<file path="config.mk">
export PLATFORM = sky130hd
export DESIGN_NAME = lm_sm_sequencer
export DESIGN_NICKNAME = d
export VERILOG_FILES = /design/src/rtl/risc_pkg.sv /design/src/rtl/lm_sm_sequencer_lsb_prio_enc8.sv /design/src/rtl/lm_sm_sequencer.sv
export SDC_FILE = /design/constraint.sdc
export NUM_CORES = 1
export LEC_CHECK = 0
export BUFFER_PORTS_ARGS = -buffer_cell sky130_fd_sc_hd__buf_2
export CORE_UTILIZATION = 40
export CTS_CLUSTER_DIAMETER = 50
export DETAILED_ROUTE_END_ITERATION = 10
export PLACE_DENSITY = 0.64
export SYNTH_ARGS = -nofsm -noshare
export SYNTH_HDL_FRONTEND = slang
export SYNTH_HIERARCHICAL = 1
export SYNTH_SLANG_ARGS = --single-unit
</file>
<file path="constraint.sdc">
create_clock -name clk -period 4.4 [get_ports clk]
set_clock_uncertainty 0.2 [all_clocks]
set_input_delay 0.22 -clock clk [delete_from_list [all_inputs] [get_ports clk]]
set_output_delay 0.22 -clock clk [all_outputs]
set_load 0.05 [all_outputs]
</file>
<file path="src/rtl/risc_pkg.sv">
// Shared ISA definitions for the 6-stage pipeline: opcodes, widths, sequencer states.
// Latency: n/a (types and constants only).
// Backpressure: n/a.
package risc_pkg;

    // Datapath widths
    localparam int DATA_W    = 16;
    localparam int ADDR_W    = 16;
    localparam int REG_IDX_W = 3;
    localparam int MASK_W    = 8;

    // Opcode map (instruction bits [15:12])
    localparam logic [3:0] OP_ADD = 4'b0000;
    localparam logic [3:0] OP_ADI = 4'b0001;
    localparam logic [3:0] OP_NDU = 4'b0010;
    localparam logic [3:0] OP_LHI = 4'b0011;
    localparam logic [3:0] OP_LW  = 4'b0100;
    localparam logic [3:0] OP_SW  = 4'b0101;
    localparam logic [3:0] OP_BEQ = 4'b1000;
    localparam logic [3:0] OP_JAL = 4'b1001;
    localparam logic [3:0] OP_JLR = 4'b1010;
    localparam logic [3:0] OP_LM  = 4'b1100;
    localparam logic [3:0] OP_SM  = 4'b1101;

    // LM/SM sequencer states
    typedef enum logic {
        IDLE = 1'b0,
        RUN  = 1'b1
    } seq_state_t;

    // Drop one register from a mask once its micro-op has been issued
    function automatic logic [MASK_W-1:0] clear_bit(input logic [MASK_W-1:0] mask,
                                                     input logic [REG_IDX_W-1:0] idx);
        logic [MASK_W-1:0] one_hot;
        one_hot   = '0;
        one_hot[idx] = 1'b1;
        return mask & ~one_hot;
    endfunction

endpackage

</file>
<file path="src/rtl/lm_sm_sequencer_lsb_prio_enc8.sv">
// Lowest-set-bit priority encoder: 8-bit mask -> 3-bit index plus any-set flag.
// Latency: purely combinational.
// Backpressure: none.
module lsb_prio_enc8
    import risc_pkg::*;
(
    input  logic [MASK_W-1:0]    mask,
    output logic [REG_IDX_W-1:0] idx,
    output logic                 any
);

    // Scan from the top down so the lowest set bit is the last (winning) assignment
    always_comb begin
        idx = '0;
        for (int i = MASK_W - 1; i >= 0; i--) begin
            if (mask[i]) begin
                idx = REG_IDX_W'(i);
            end
        end
        any = |mask;
    end

endmodule

</file>
<file path="src/rtl/lm_sm_sequencer.sv">
// Cracks an LM/SM in the RR stage into one single-register memory micro-op per cycle.
// Latency: accept cycle issues nothing; N set mask bits -> N micro-ops on the N following unstalled cycles.
// Backpressure: stall_in holds the walk in place (freeze held); flush abandons it immediately.
module lm_sm_sequencer
    import risc_pkg::*;
#(
    parameter logic [3:0]        LM_OP     = OP_LM,
    parameter logic [3:0]        SM_OP     = OP_SM,
    parameter logic [ADDR_W-1:0] ADDR_STEP = 16'd1
) (
    input  logic                 clk,
    input  logic                 rst,
    input  logic                 start,
    input  logic [3:0]           opcode_rr,
    input  logic [MASK_W-1:0]    reg_mask,
    input  logic [ADDR_W-1:0]    base_addr,
    input  logic                 stall_in,
    input  logic                 flush,
    output logic                 freeze_seq,
    output logic                 uop_valid,
    output logic                 uop_is_store,
    output logic [REG_IDX_W-1:0] uop_reg,
    output logic [ADDR_W-1:0]    uop_addr,
    output logic                 done
);

    seq_state_t            state;
    logic [MASK_W-1:0]     rem_mask;
    logic [ADDR_W-1:0]     addr;
    logic                  kind;

    logic [REG_IDX_W-1:0]  sel_idx;
    logic                  sel_any;
    logic [MASK_W-1:0]     rem_next;
    logic                  is_lmsm;
    logic                  in_run;
    logic                  accept;
    logic                  issue;
    logic                  last;

    // Next register to issue is always the lowest one still pending
    lsb_prio_enc8 u_enc (
        .mask (rem_mask),
        .idx  (sel_idx),
        .any  (sel_any)
    );

    // Accept/issue decisions; these depend on same-cycle inputs so freeze and the
    // micro-op react in the cycle the pipeline presents the condition
    always_comb begin
        is_lmsm  = (opcode_rr == LM_OP) || (opcode_rr == SM_OP);
        in_run   = (state == RUN);
        accept   = (state == IDLE) && start && is_lmsm && (reg_mask != '0) && !flush;
        // sel_any is always set in RUN; gating on it keeps an empty mask from ever issuing
        issue    = in_run && sel_any && !stall_in && !flush;
        rem_next = clear_bit(rem_mask, sel_idx);
        last     = issue && (rem_next == '0);
    end

    // Output decode: micro-op fields are forced to zero whenever no micro-op is valid
    always_comb begin
        freeze_seq   = accept || (in_run && !flush && !last);
        uop_valid    = issue;
        uop_is_store = issue ? kind    : 1'b0;
        uop_reg      = issue ? sel_idx : '0;
        uop_addr     = issue ? addr    : '0;
        done         = last;
    end

    // Sequencer FSM with its mask register and address counter
    always_ff @(posedge clk) begin
        if (rst) begin
            state    <= IDLE;
            rem_mask <= '0;
            addr     <= '0;
            kind     <= 1'b0;
        end else begin
            case (state)
                IDLE: begin
                    if (accept) begin
                        state    <= RUN;
                        rem_mask <= reg_mask;
                        addr     <= base_addr;
                        kind     <= (opcode_rr == SM_OP);
                    end
                end
                RUN: begin
                    if (flush) begin
                        // Partial sequence is dropped; registers left for the next accept to overwrite
                        state    <= IDLE;
                        rem_mask <= '0;
                    end else if (issue) begin
                        rem_mask <= rem_next;
                        addr     <= addr + ADDR_STEP;
                        if (last) begin
                            state <= IDLE;
                        end
                    end
                end
                default: begin
                    state <= IDLE;
                end
            endcase
        end
    end

endmodule

</file>
==> summary.md, run 1 <==
| Metric | Value |
|---|---|
| Dpl cells | 361 |
| Synth Area in XOR/XNOR | 0% |
| Die height | 72.35 um |
| R2R depth | 7 |
| Simple-gate share of the synthesized area | 31.48% |
| Reg2reg setup slack | 1.40 ns |
| Syn Inst Count | 259 |
| Leading area contributor after synthesis | dfxtp_1 |
| R2R Path Start | rem_mask[4] |
| Worst setup endpoint | freeze_seq |
| Synth cell types | 57 |
| Worst-Skew Late Latency | 0.27 ns |
| Full die area | 5234 um2 |
| Max Buffers Root-to-Sink | 2 |
| Largest family of logic cells by synthesized area | compound AO/OA/AOI/OAI gates |
| Setup violations, final | 0 |
| Max stage delay on crit path | 0.88 ns |
| CP Launch Type | flip-flop |
| DRT iter0 DRCs | 180 |
| Maximum fanout along the worst path | 12 |
| Area growth from synthesis to layout | 15.87% |
| F_max | 279.8 MHz |
| Max-slew violation count | 0 |
| Worst slack, placed | 1.223 ns |
| Syn Area/Cell | 7.642 um2 |
| Depth of the CTS H-tree | 1 |
| Antenna Cells | 0 |
| CP max-delay cell | a21boi_0 |
| Seq cells post-synth | 26 |
| Cts hold-fix bufs | 0 |
| Total core area | 4755 um2 |
| Crit path time final | 3.574 ns |
| DRC | 0 |
| Post-synth top flop | dfxtp_1 |
| DR WL/cell | 16.48 um |
| Crit path from | rem_mask[4] |
| Final HPWL DP | 4090 um |
| Max Cap Violations | 0 |
| FP Rows | 25 |
| Async SR Flop Fraction | 0% |
| Post-synthesis adder-cell area fraction | 0.6321% |
| Synth cell count leaders | dfxtp_1, nor2_1, nand3_1 |
| Design area | 2293 um2 |
| Worst ir drop on vdd | 0.1511 mV |
| Post-route ant nets | 0 |
| Slew headroom | 25.30% |
| Class of the worst hold path | input pin to flip-flop |
| Share of layout cells above drive strength 1 | 24.24% |
| Vias per cell | 6.179 |
| Placed standard-cell area | 2252 um2 |
| Fin cells | 364 |
| WS Path Type | flip-flop to output pin |
| Post-synth EDFFs | 0 |
| Final hold viol count | 0 |
| Final Util | 48.24% |
| Worst R2R End | in_run |
| RSZ-0062 raised after global routing | no |
| WHS | 0.04267 ns |
| Worst EP required | 3.98 ns |
| Initial antenna violation count | 0 |
| Total chip power | 455.0 uW |
| # fillers | 522 |
| Global-route wire length before repair | 9466 um |
| Largest net degree at the start of global routing | 31 |
| Crit path capture type | output pin |
| Vias in the first global route | 1984 |
| Register area | 520.5 um2 |
| Clock Sink Count | 26 |
| Root buffer cell | clkbuf_8 |
| Clk slew on worst S/H paths | 0.09 ns |
| Seq/Total Area, Yosys | 26.30% |
| Most numerous cell in the Yosys netlist | dfxtp_1 |
| # nets final | 333 |
| Arrival @ worst endpoint | 3.15 ns |
| Synth warn | 6 |
| Power density over the cells | 198.4 nW/um2 |
| Final worst slack | 0.8257 ns |
| Initial Util | 41.63% |
| Gpl congestion | 0.8534 |
| Post-synthesis mux area share | 1.011% |
| Synth area leaders | dfxtp_1, nand3_1, nor2_1 |
| Compound-Gate Fraction of Synth Area | 31.67% |
| Post-synthesis cell area | 1979 um2 |
| Status | finished clean |
| Via count | 2249 |
| Overflow after GRT | 0 |
| CTS tree | built |
| Top-area cell type share of the netlist area | 26.30% |
| Crit path max-delay family | compound AO/OA/AOI/OAI gates |
| Post-cts sizing count | 0 |
| Detailed Routing Iterations Pass 1 | 5 |
| Final Cycle Share | 81.23% |
| Inserted Clock Buffers | 3 |
| Worst path cell trace | nor2_1, o21ai_0, a21boi_0, nand3_1, a221o_1, o41ai_2, nand2_1, buf_2 |
| All-layer global routing usage | 22.78% |
| Critical path buffer and inverter count | 1 |
| Leakage Power | 0.8881 nW |
| Die W | 72.35 um |
| Setup TNS | 0 ns |
| Post-Syn Nets | 293 |
| Worst-Margin Slew | 1.111 ns |
| WL final | 5999 um |
| PortBufs | 55 |
| Levels on crit path | 8 |
| I/O pin cnt | 56 |
| Setup repair bufs after CTS | 0 |
| Area of the multi-input gates | 1282 um2 |
==> placed cells by master, fill, tap and decap left out, types with 4 or more instances in the layout <==
master,n
a21oi_1,7
a221oi_1,4
a22oi_1,6
a31oi_1,7
and3_1,9
buf_2,55
buf_4,4
dfxtp_1,26
inv_1,16
nand2_1,16
nand3_1,19
nand3b_1,4
nand4_1,4
nor2_1,20
nor2b_1,6
nor3_1,10
nor4_1,4
o21ai_0,6
o22ai_1,5
o31a_1,4
o32ai_1,8
or4_1,5
==> cell families (layout without fill, tap and decap cells) <==
family | count (synthesis) | after routing
DFF | 26 | 26
adders and majority gates | 1 | 1
buffers and inverters | 40 | 78
muxes | 2 | 2
AOI/OAI and AO/OA | 80 | 80
and+or+nand+nor | 110 | 110
==> worst min-delay path by stage <==
stage / from / endpoint / cells past startpoint
CTS: reg_mask[1] / rem_mask[1] / 3
finish: reg_mask[1] / rem_mask[1] / 3
global route: reg_mask[3] / rem_mask[3] / 3
floorplan: reg_mask[2] / rem_mask[2] / 2
detailed placement: kind / kind / 2
global placement: kind / kind / 2
==> registers in the layout, indices dropped and copies added (netlist names) <==
register / flops
addr: 16
rem_mask: 8
in_run: 1
kind: 1
==> final cells by class <==
class / instances / area share [%]
Timing Repair Buffer: 59 / 13.31
Multi-Input combinational cell: 193 / 55.92
Tap cell: 67 / 3.655
Sequential cell: 26 / 22.70
Inverter: 16 / 2.619
Clock buffer: 3 / 1.800
==> metal layers <==
metal | up-vias | GRT usage [%] | share of wire [%] | wire (um)
met1 | 1057 | 30.62 | 45 | 2709
li1 | 1080 | - | - | -
met2 | 110 | 38.73 | 47 | 2847
met5 | - | 0 | 0 | 0
met3 | 2 | 3.611 | 7.1 | 425
met4 | 0 | 4.139 | 0.28 | 17
==> tightest hold or removal path, stage by stage <==
cell and delay (ns):
buf_2 0.11, nand3_1 0.07, a31oi_1 0.07
==> report_power, final <==
group / switching [mW] / internal, mW
sequential: 0.00550 / 0.239
combinational: 0.0399 / 0.0294
clock: 0.0796 / 0.0616
Note: power is estimated with default switching activity, not from simulation.
==> inputs of run 2 (changes only) <==
clock period = 3.39 ns   (was 4.4 ns; I/O delays follow)
==> summary.md, run 2 (synthesis results as in run 1) <==
| Metric | Value |
|---|---|
| I/O pin cnt | 56 (unchanged) |
| Net Sw Power | 164.2 uW (+31%) |
| Int Power | 458.4 uW (+39%) |
| DRC | 0 (unchanged) |
| Class of the worst hold path | input pin to flip-flop |
| Die W | 72.35 um (unchanged) |
| Logic pwr share | 15.8% (+0.6 points) |
| Max-slew violation count | 0 (unchanged) |
| Most flops, register | addr |
| CTS tree | built |
| Clk slew on worst S/H paths | 0.09 ns (about the same) |
| Largest net degree at the start of global routing | 30 (-3.2%) |
| DR WL/cell | 16.30 um (-1.1%) |
| Setup violations, final | 0 (unchanged) |
| Final hold viol count | 0 (unchanged) |
| Dpl cells | 367 (+1.7%) |
| WL final | 6097 um (+1.6%) |
| Critical path buffer and inverter count | 2 (+1) |
| Clock Sink Count | 26 (unchanged) |
| Max Buffers Root-to-Sink | 2 (unchanged) |
| Initial Util | 41.63% (unchanged) |
| Clock network power share | 33.2% (+2.2 points) |
| Status | finished clean |
| Switching share of power | 26.37% (-1.1 points) |
| R2R depth | 7 (unchanged) |
| Gpl congestion | 0.8425 (-1.3%) |
| Overflow after GRT | 0 (unchanged) |
| Initial antenna violation count | 0 (unchanged) |
| Fin cells | 374 (+2.7%) |
| Area growth from synthesis to layout | 20.67% |
| Crit path max-delay family | compound AO/OA/AOI/OAI gates |
| CP max-delay cell | dfxtp_1 |
| Max reg flops | 16 (unchanged) |
| Worst-Margin Slew | 0.6036 ns (-0.5070 ns) |
| R2R Path Start | rem_mask[7] |
| Share of total power in sequential cells | 51.0% (-2.7 points) |
| Max stage delay on crit path | 0.45 ns (-0.43 ns) |
| Crit path capture type | output pin |
| Via count | 2293 (+2.0%) |
| Max Cap Violations | 0 (unchanged) |
| # nets final | 342 (+2.7%) |
| Maximum fanout along the worst path | 6 (-6) |
| Worst path cell trace | a21oi_1, o41ai_1, buf_4, or4bb_1, o211a_2, o41ai_2, nand2_1, buf_2 |
| Leakage Power | 0.9400 nW (+5.8%) |
| Worst EP required | 3.02 ns (-0.96 ns) |
| Setup repair bufs after CTS | 0 (unchanged) |
| PortBufs | 55 (unchanged) |
| Crit path time final | 3.087 ns |
| Post-route ant nets | 0 (unchanged) |
| Vias per cell | 6.131 (-0.77%) |
| Setup TNS | 0 ns (unchanged) |
| Full die area | 5234 um2 (unchanged) |
| Worst Hold Path Cells | 3 (unchanged) |
| Final Cycle Share | 91.06% |
| Vias in the first global route | 2026 (+2.1%) |
| RSZ-0062 raised after global routing | no |
| Die height | 72.35 um (unchanged) |
| Total core area | 4755 um2 (unchanged) |
| Worst-Skew Late Latency | 0.27 ns (about the same) |
| Final HPWL DP | 4294 um (+5.0%) |
| Worst R2R End | in_run |
| Global-route wire length before repair | 9646 um (+1.9%) |
| WS Path Type | flip-flop to output pin |
| DRT iter0 DRCs | 188 (+4.4%) |
| Hold EP | addr[15] |
| Antenna Cells | 0 (unchanged) |
| Slew headroom | 59.49% (+34 points) |
| Detailed Routing Iterations Pass 1 | 5 (unchanged) |
| Share of layout cells above drive strength 1 | 26.06% (+1.8 points) |
| Arrival @ worst endpoint | 2.72 ns (-0.43 ns) |
| All-layer global routing usage | 23.10% (+0.32 points) |
| Inserted Clock Buffers | 3 (unchanged) |
| Depth of the CTS H-tree | 1 (unchanged) |
| Commonest non-fill, non-tap cell in the layout | buf_2 |
| Root buffer cell | clkbuf_8 |
| Worst ir drop on vdd | 0.2781 mV (+84%) |
| FP Rows | 25 (unchanged) |
| # fillers | 498 (-4.6%) |
| Regs by FF count | addr (16), rem_mask (8) |
| Power density over the cells | 260.6 nW/um2 (+31%) |
| Reg2reg setup slack | 0.82 ns (-0.58 ns) |
| Min-delay src | base_addr[15] |
| F_max | 324.0 MHz |
| Most frequent cells in the layout | buf_2, dfxtp_1, nor2_1 |
| CP Launch Type | flip-flop |
run 2: changes by cell type in the layout (fill, tap and decap cells not counted), sizes merged:
cell and delta:
buf +6, dlygate4sd3 +3, clkbuf +1
run 2: cell type report:
| cell class | instances | area, um2 | area share, % |
|---|---|---|---|
| clock buffer | 4 | 55.05 | 2.305 |
| inverter | 16 | 60.06 | 2.514 |
| multi-input combinational | 193 | 1289 | 53.96 |
| sequential | 26 | 520.5 | 21.79 |
| tap | 67 | 83.83 | 3.510 |
| timing repair buffer | 68 | 380.4 | 15.92 |
run 2: worst max path at each step:
stage	start	endpoint	slack, ns	depth (start not counted)
finish	rem_mask[7]	freeze_seq	0.30	8
floorplan	rem_mask[4]	done	0.53	6
CTS	rem_mask[4]	freeze_seq	0.14	9
global placement	rem_mask[4]	freeze_seq	0.52	8
detailed placement	rem_mask[4]	freeze_seq	0.45	8
global route	rem_mask[7]	freeze_seq	0.16	8
run 2: timing repair:
| item | CTS | global route |
|---|---|---|
| endpoints found under the setup margin | 0 | 1 |
| gates resized for setup | 0 | 1 |
| endpoints found under the hold margin | 3 | 0 |
| hold buffers | 3 | 0 |
run 2: per-stage QoR:
step           utilization, %  hold WS (ns)  worst slack, ns  total power, mW  instance area (um2)
3_3_place_gp            48.45        0.2626           0.5216           0.4176                 2303
2_1_floorplan               -        0.1574           0.5311           0.3794                 1986
4_1_cts                 50.24     0.0003959           0.1381           0.6312                 2389
6_report                50.24      0.005605           0.3031           0.6225                 2389
3_5_place_dp            48.45        0.2755           0.4550           0.4186                 2303
5_1_grt                 50.24       0.01156           0.1639           0.6500                 2389
run 2: power by group through the flow:
stage          sequential [mW]  combinational, mW  clock (mW)
5_1_grt                  0.318              0.106       0.225
6_report                 0.317             0.0985       0.207
4_1_cts                  0.317             0.0974       0.217
2_1_floorplan            0.322             0.0573           0
3_3_place_gp             0.324             0.0936           0
3_5_place_dp             0.324             0.0943           0
run 2: per-layer routing:
metal / global-route usage (%) / up-vias / wire length [um]
met5: 0 / - / 0
met4: 7.190 / 0 / 80
met3: 3.472 / 7 / 386
met2: 37.28 / 91 / 2860
met1: 31.61 / 1096 / 2769
li1: - / 1099 / -
run 2: worst register-to-register path: stages, from the launching register on:
cell	delay (ns)
dfxtp_1	0.45
a21oi_1	0.10
o41ai_1	0.42
buf_4	0.23
or4bb_1	0.39
o211a_2	0.15
o41ai_2	0.39
a21oi_1	0.11
